<file path="config.mk">
export PLATFORM = sky130hd
export DESIGN_NAME = stump_mem_interface
export DESIGN_NICKNAME = d
export VERILOG_FILES = /design/src/rtl/stump_mem_interface.sv
export SDC_FILE = /design/constraint.sdc
export NUM_CORES = 1
export LEC_CHECK = 0
export BUFFER_PORTS_ARGS = -buffer_cell sky130_fd_sc_hd__clkbuf_2
export CAP_MARGIN = 10
export CORE_MARGIN = 1.5
export CORE_UTILIZATION = 36
export CTS_CLUSTER_SIZE = 40
export DETAILED_ROUTE_END_ITERATION = 7
export GPL_TIMING_DRIVEN = 0
export PLACE_DENSITY = 0.72
export SLEW_MARGIN = 20
export SYNTH_ARGS = -nofsm -noshare
export SYNTH_HDL_FRONTEND = slang
export SYNTH_SLANG_ARGS = --single-unit
</file>
<file path="constraint.sdc">
create_clock -name clk -period 6.9 [get_ports clk]
set_input_delay 1.38 -clock clk [delete_from_list [all_inputs] [get_ports clk]]
set_output_delay 1.38 -clock clk [all_outputs]
set_load 0.005 [all_outputs]
</file>
<file path="src/rtl/stump_mem_interface.sv">
// rtl/stump_mem_interface.sv - Stump bus adapter: one registered req/ack transaction per access, with stall and watchdog
module stump_mem_interface #(
    parameter int unsigned TIMEOUT = 15
) (
    input  logic        clk,
    input  logic        rst,
    input  logic        fetch,
    input  logic        mem_ren,
    input  logic        mem_wen,
    input  logic [15:0] addr,
    input  logic [15:0] wdata,
    input  logic        mem_ack,
    input  logic [15:0] mem_rdata,
    output logic        mem_req,
    output logic        mem_we,
    output logic [15:0] mem_addr,
    output logic [15:0] mem_wdata,
    output logic [15:0] ir,
    output logic [15:0] ldata,
    output logic        stall,
    output logic        bus_err
);

    typedef enum logic [1:0] {
        S_IDLE = 2'd0,
        S_REQ  = 2'd1,
        S_DONE = 2'd2,
        S_ERR  = 2'd3
    } state_t;

    typedef enum logic [1:0] {
        K_FETCH = 2'd0,
        K_READ  = 2'd1,
        K_WRITE = 2'd2
    } kind_t;

    localparam logic [7:0] CNT_LAST = 8'(TIMEOUT - 1);

    state_t      state_q, state_d;
    kind_t       kind_q, kind_d;
    logic [7:0]  cnt_q, cnt_d;
    logic        req_q, req_d;
    logic        we_q, we_d;
    logic        err_q, err_d;
    logic [15:0] addr_q, addr_d;
    logic [15:0] wdata_q, wdata_d;
    logic [15:0] ir_q, ir_d;
    logic [15:0] ldata_q, ldata_d;

    logic access;
    assign access = fetch | mem_ren | mem_wen;

    always_ff @(posedge clk or posedge rst) begin
        if (rst) begin
            state_q <= S_IDLE;
            kind_q  <= K_FETCH;
            cnt_q   <= 8'd0;
            req_q   <= 1'b0;
            we_q    <= 1'b0;
            err_q   <= 1'b0;
            addr_q  <= 16'h0000;
            wdata_q <= 16'h0000;
            ir_q    <= 16'h0000;
            ldata_q <= 16'h0000;
        end else begin
            state_q <= state_d;
            kind_q  <= kind_d;
            cnt_q   <= cnt_d;
            req_q   <= req_d;
            we_q    <= we_d;
            err_q   <= err_d;
            addr_q  <= addr_d;
            wdata_q <= wdata_d;
            ir_q    <= ir_d;
            ldata_q <= ldata_d;
        end
    end

    always_comb begin
        state_d = state_q;
        kind_d  = kind_q;
        cnt_d   = cnt_q;
        req_d   = req_q;
        we_d    = we_q;
        err_d   = err_q;
        addr_d  = addr_q;
        wdata_d = wdata_q;
        ir_d    = ir_q;
        ldata_d = ldata_q;

        case (state_q)
            S_IDLE: begin
                if (access) begin
                    addr_d  = addr;
                    wdata_d = wdata;
                    // Fixed priority: fetch beats store beats load
                    if (fetch) begin
                        kind_d = K_FETCH;
                        we_d   = 1'b0;
                    end else if (mem_wen) begin
                        kind_d = K_WRITE;
                        we_d   = 1'b1;
                    end else begin
                        kind_d = K_READ;
                        we_d   = 1'b0;
                    end
                    req_d   = 1'b1;
                    cnt_d   = 8'd0;
                    state_d = S_REQ;
                end
            end
            S_REQ: begin
                // An ack on the final watchdog cycle still completes normally
                if (mem_ack) begin
                    case (kind_q)
                        K_FETCH: ir_d    = mem_rdata;
                        K_READ:  ldata_d = mem_rdata;
                        default: ;
                    endcase
                    req_d   = 1'b0;
                    we_d    = 1'b0;
                    state_d = S_DONE;
                end else if (cnt_q == CNT_LAST) begin
                    req_d   = 1'b0;
                    err_d   = 1'b1;
                    state_d = S_ERR;
                end else begin
                    cnt_d = cnt_q + 8'd1;
                end
            end
            S_DONE:  state_d = S_IDLE;
            S_ERR:   state_d = S_ERR;
            default: state_d = S_IDLE;
        endcase
    end

    assign stall     = ((state_q == S_IDLE) & access) | (state_q == S_REQ) | (state_q == S_ERR);
    assign mem_req   = req_q;
    assign mem_we    = we_q;
    assign mem_addr  = addr_q;
    assign mem_wdata = wdata_q;
    assign ir        = ir_q;
    assign ldata     = ldata_q;
    assign bus_err   = err_q;

endmodule

</file>
; Yosys cells after proc, flatten, opt, wreduce, memory -nomap -nowiden
; Cells that the tools add are included.
[op_classes]
n_mux = 19
n_addsub = 1
eq_ne = 10
reduce_logical = 11
n_bitwise = 6
[op_table]
columns = operator, n
row1 = $mux W8, 3
row2 = $pmux W8 S2, 1
row3 = $reduce_and A3 Y1, 5
row4 = $mux W2, 5
row5 = $add A8 B1 Y8 const B, 1
row6 = $eq A8 B4 Y1 const B, 1
row7 = $ne A2 B2 Y1 const B, 4
row8 = $pmux W2 S4, 1
row9 = $mux W1, 7
row10 = $eq A2 B1 Y1 const B, 2
row11 = $eq A2 B2 Y1 const B, 2
row12 = $logic_not A2 Y1, 2
row13 = $or A1 B1 Y1, 4
row14 = $pmux W1 S2, 2
row15 = $reduce_and A2 Y1, 2
row16 = $reduce_and A4 Y1, 1
row17 = $ne A3 B3 Y1 const B, 1
row18 = $reduce_bool A2 Y1, 1
row19 = $and A1 B1 Y1, 1
row20 = $not A1 Y1, 1
[totals]
register_bits = 79
output_inout_bits = 68

; Depth between registers and ports, before layout
[logic_depth]
word_depth = 5
depth_mapped = 6
ltp_nobuf = 6

; Least setup slack after synthesis
; Ideal clock, no wire load.
[synth_path]
path_type = input-to-output
start = input port fetch
end = output port stall
cell_stages = 3
t_arrival_ns = 1.838
required_time_ns = 5.520
n_path_buf = 0
path_slack_ns = 3.682
path_cell_list = or2_4 -> nor2_1 -> o21bai_1
[synth_via]
elab_chain_len = 5
[synth_rtl]
columns = element, line_no
row1 = "start, declared", 7  ; input logic fetch,
row2 = $or A1 B1 Y1 (2 in a row), 51  ; assign access = fetch | mem_ren | mem_wen;
row3 = $and A1 B1 Y1, 137  ; assign stall = ((state_q == S_IDLE) & access) | (state_q == S_REQ) | (state_q == S_ERR);
row4 = $or A1 B1 Y1 (2 in a row), 137
row5 = "end, declared", 20  ; output logic stall,
; No other way between the ends.

; Worst setup path in the final report
; Ends and elaborated chain as after synthesis.

==> run metrics <==
DIE WIDTH=98.7 um; drt drc=8; DRT antenna net count=0; WP data required=around 5.5 ns; Pint=1330 uW; Hold-fix buffers, CTS=0; setup_tns=0 ns; Worst Setup EP=stall; PostCTS Resize Cnt=0; Hold Crit Class=reg2reg; maximum capacitance violations=0; Synth top cells by count=dfrtp_1, mux2_2, mux2_4; Critical Path AT=2.12 ns; Vias/cell=approximately 4.8; sw frac=0.306; Fill cells=780; dominant synthesized flop cell=dfrtp_1; Bufs on Longest Clock Path=2; Hold Vio Cnt, Final=0; GR Util All Layers=0.142; count leader, synth=dfrtp_1; Syn-to-layout area delta=30.4%; first drt pass iteration count=7; P_leak=0.00214 uW; RSZ-0062 raised after global routing=no; wire per inst=14.2 um; Async S/R FF share, synth=1.00; worst r2r src=state_q[1]$_DFFE_PP0P_; failing checks=DRC; Initial Util=0.375; Synth area leaders=dfrtp_1, mux2_2, mux2_4; final setup margin=3.40 ns; Netlist Area Pre-Place=3300 um2; DRT Wirelength=between 6000 and 7000 um; measured slew at the worst slew-check pin=0.457 ns; final setup fails=0; crit path launch=fetch; PortBufs=121; die area=9750 um2; routability cong.=between 0.7 and 0.8; clk sinks=79; clk root buf=clkbuf_8; syn nets=277; Setup Buffers After CTS=0; Yosys top cell area share=0.599; Place WS=3.40 ns; worst reg2reg path endpoint=ir[6]$_DFFE_PP0P_; ant diodes=0; GR Layer Usage met1=0.176; Reg clk slew, reported paths=0.08 ns; pin count of the biggest net entering global routing=46; M3 GR Usage=0.0348; status=complete, but fails checks; Skew-Pair Late Insertion Delay=approximately 0.34 ns; syn avg cell area=14.9 um2; ratio of cells with drive above 1 in the final layout=0.616; DP HPWL=roughly 5000 um; Highest Clock Rate=286 MHz; register-to-register setup slack=5.19 ns; # IOs=122; CTS tree=yes; busiest grt layer=met2; Final nets=410; Post-synth EDFFs=0; H-tree levels=3; Logic pwr share=0.370; core area=8810 um2; Setup Skew=0.00903 ns; WHS=0.507 ns; CP Capture Type=primary output; relative slew slack=0.696; DIE HEIGHT=around 99 um; Mapped Cells=221; drt initial violations=81; first-pass GRT wire length=11,100 um; PD cells=~450 nW/um2; Clock power frac=0.204; Worst Setup Path Type=in2out; minimum clock period after layout=3.50 ns; Final Max Slew Viols=0; post-synth cell types=39; Peak VDD IR=0.000147 V; NetSw=587 uW; sequential fraction of the synthesis area=0.599; initial antenna violation count=0; via count=around 2,300; sequential power share=0.426; Syn. warnings=0; GRT met2 Usage=0.238; FF+latch count, synth=79; fin crit share=0.507; worst reg-to-reg path cell count=5; vias in the first global route=2,270; Cell Rows=34; CP max FO=4; Synth area leader=dfrtp_1; cts bufs inserted=9; total gr overflow=0; Critical Path Start Type=input port
[cells in the final DEF, fill, tap and decap left out, drive strengths merged, types with 2 or more instances in the layout]
| cell type | count |
|---|---|
| nand2b | 5 |
| inv | 4 |
| clkbuf | 134 |
| o21ai | 10 |
| nor2 | 7 |
| nand4 | 2 |
| nand2 | 7 |
| dfrtp | 79 |
| nand3b | 2 |
| buf | 8 |
| a21oi | 8 |
| ha | 2 |
| a31oi | 5 |
| nand3 | 2 |
| bufinv | 2 |
| mux2 | 64 |
| nor3 | 2 |
| nor2b | 2 |
| nor3b | 2 |
[metrics by stage]
step | power [uW] | util | std cells | area, um2
floorplan | 1240 | - | 221 | 3300
global placement | 1520 | 0.459 | 450 | 4040
detailed placement | 1550 | 0.462 | 451 | 4070
CTS | 1950 | 0.488 | 467 | 4300
global route | 2050 | 0.488 | 467 | 4300
finish | 1920 | 0.488 | 467 | 4300
[state kept, by name, summed over array words and instances, names as in the netlist]
signal and cells:
ir 16, ldata 16, mem_addr 16, mem_wdata 16, cnt_q 8, kind_q 2
state_q 2, bus_err 1, mem_req 1, mem_we 1
[kinds of logic (layout without fill, tap and decap cells)]
group / count (synthesis) / after routing / synth area share
compound gates: 30 / 30 / 0.0614
fa+ha+maj: 2 / 2 / 0.00758
buf+inv: 11 / 149 / 0.0273
flops: 79 / 79 / 0.599
mux: 64 / 64 / 0.230
simple gates: 35 / 35 / 0.0747
[power groups by stage]
stage / Sequential, uW / Combinational [uW] / Clock (uW)
floorplan: 830 / 410 / 0
global placement: 816 / 702 / 0
detailed placement: 829 / 725 / 0
CTS: 821 / 727 / 406
global route: 850 / 780 / 423
finish: 819 / 710 / 391
[critical path, stage by stage]
cell	delay (ns)
clkbuf_2	0.10
or2_4	0.27
nor2_1	0.15
o21bai_1	0.10
clkbuf_2	0.12
[area by class of cell]
| class | count | area [um2] | share of cell area |
|---|---|---|---|
| flip-flops and latches | 79 | 1980 | 0.460 |
| multi-input cells | 131 | 1230 | 0.287 |
| repair buffers | 122 | 633 | 0.147 |
| clock buffers | 12 | 155 | 0.0361 |
| well taps | 108 | 135 | 0.0314 |
| plain buffers | 8 | 78.8 | 0.0183 |
| clock inverters | 4 | 76.3 | 0.0177 |
| inverters | 3 | 13.8 | 0.00320 |
[routing by layer]
metal / routed length (um) / up-vias / part of all wire
li1: - / 1051 / -
met1: 2830 / 1124 / 0.43
met2: 3370 / 70 / 0.51
met3: 340 / 10 / 0.051
met4: 82 / 0 / 0.012
met5: 0 / - / 0
[worst min path at each step]
stage                         startpoint  slack, ns              endpoint  depth (start not counted)
detailed placement   bus_err$_DFFE_PP0P_       0.48   bus_err$_DFFE_PP0P_                          1
finish              ldata[9]$_DFFE_PP0P_       0.51  ldata[9]$_DFFE_PP0P_                          1
global placement    cnt_q[7]$_DFFE_PP0P_       0.46  cnt_q[7]$_DFFE_PP0P_                          1
floorplan           cnt_q[7]$_DFFE_PP0P_       0.44  cnt_q[7]$_DFFE_PP0P_                          1
global route         bus_err$_DFFE_PP0P_       0.52   bus_err$_DFFE_PP0P_                          1
CTS                  bus_err$_DFFE_PP0P_       0.50   bus_err$_DFFE_PP0P_                          1
Power figures use the tool's default switching activity.
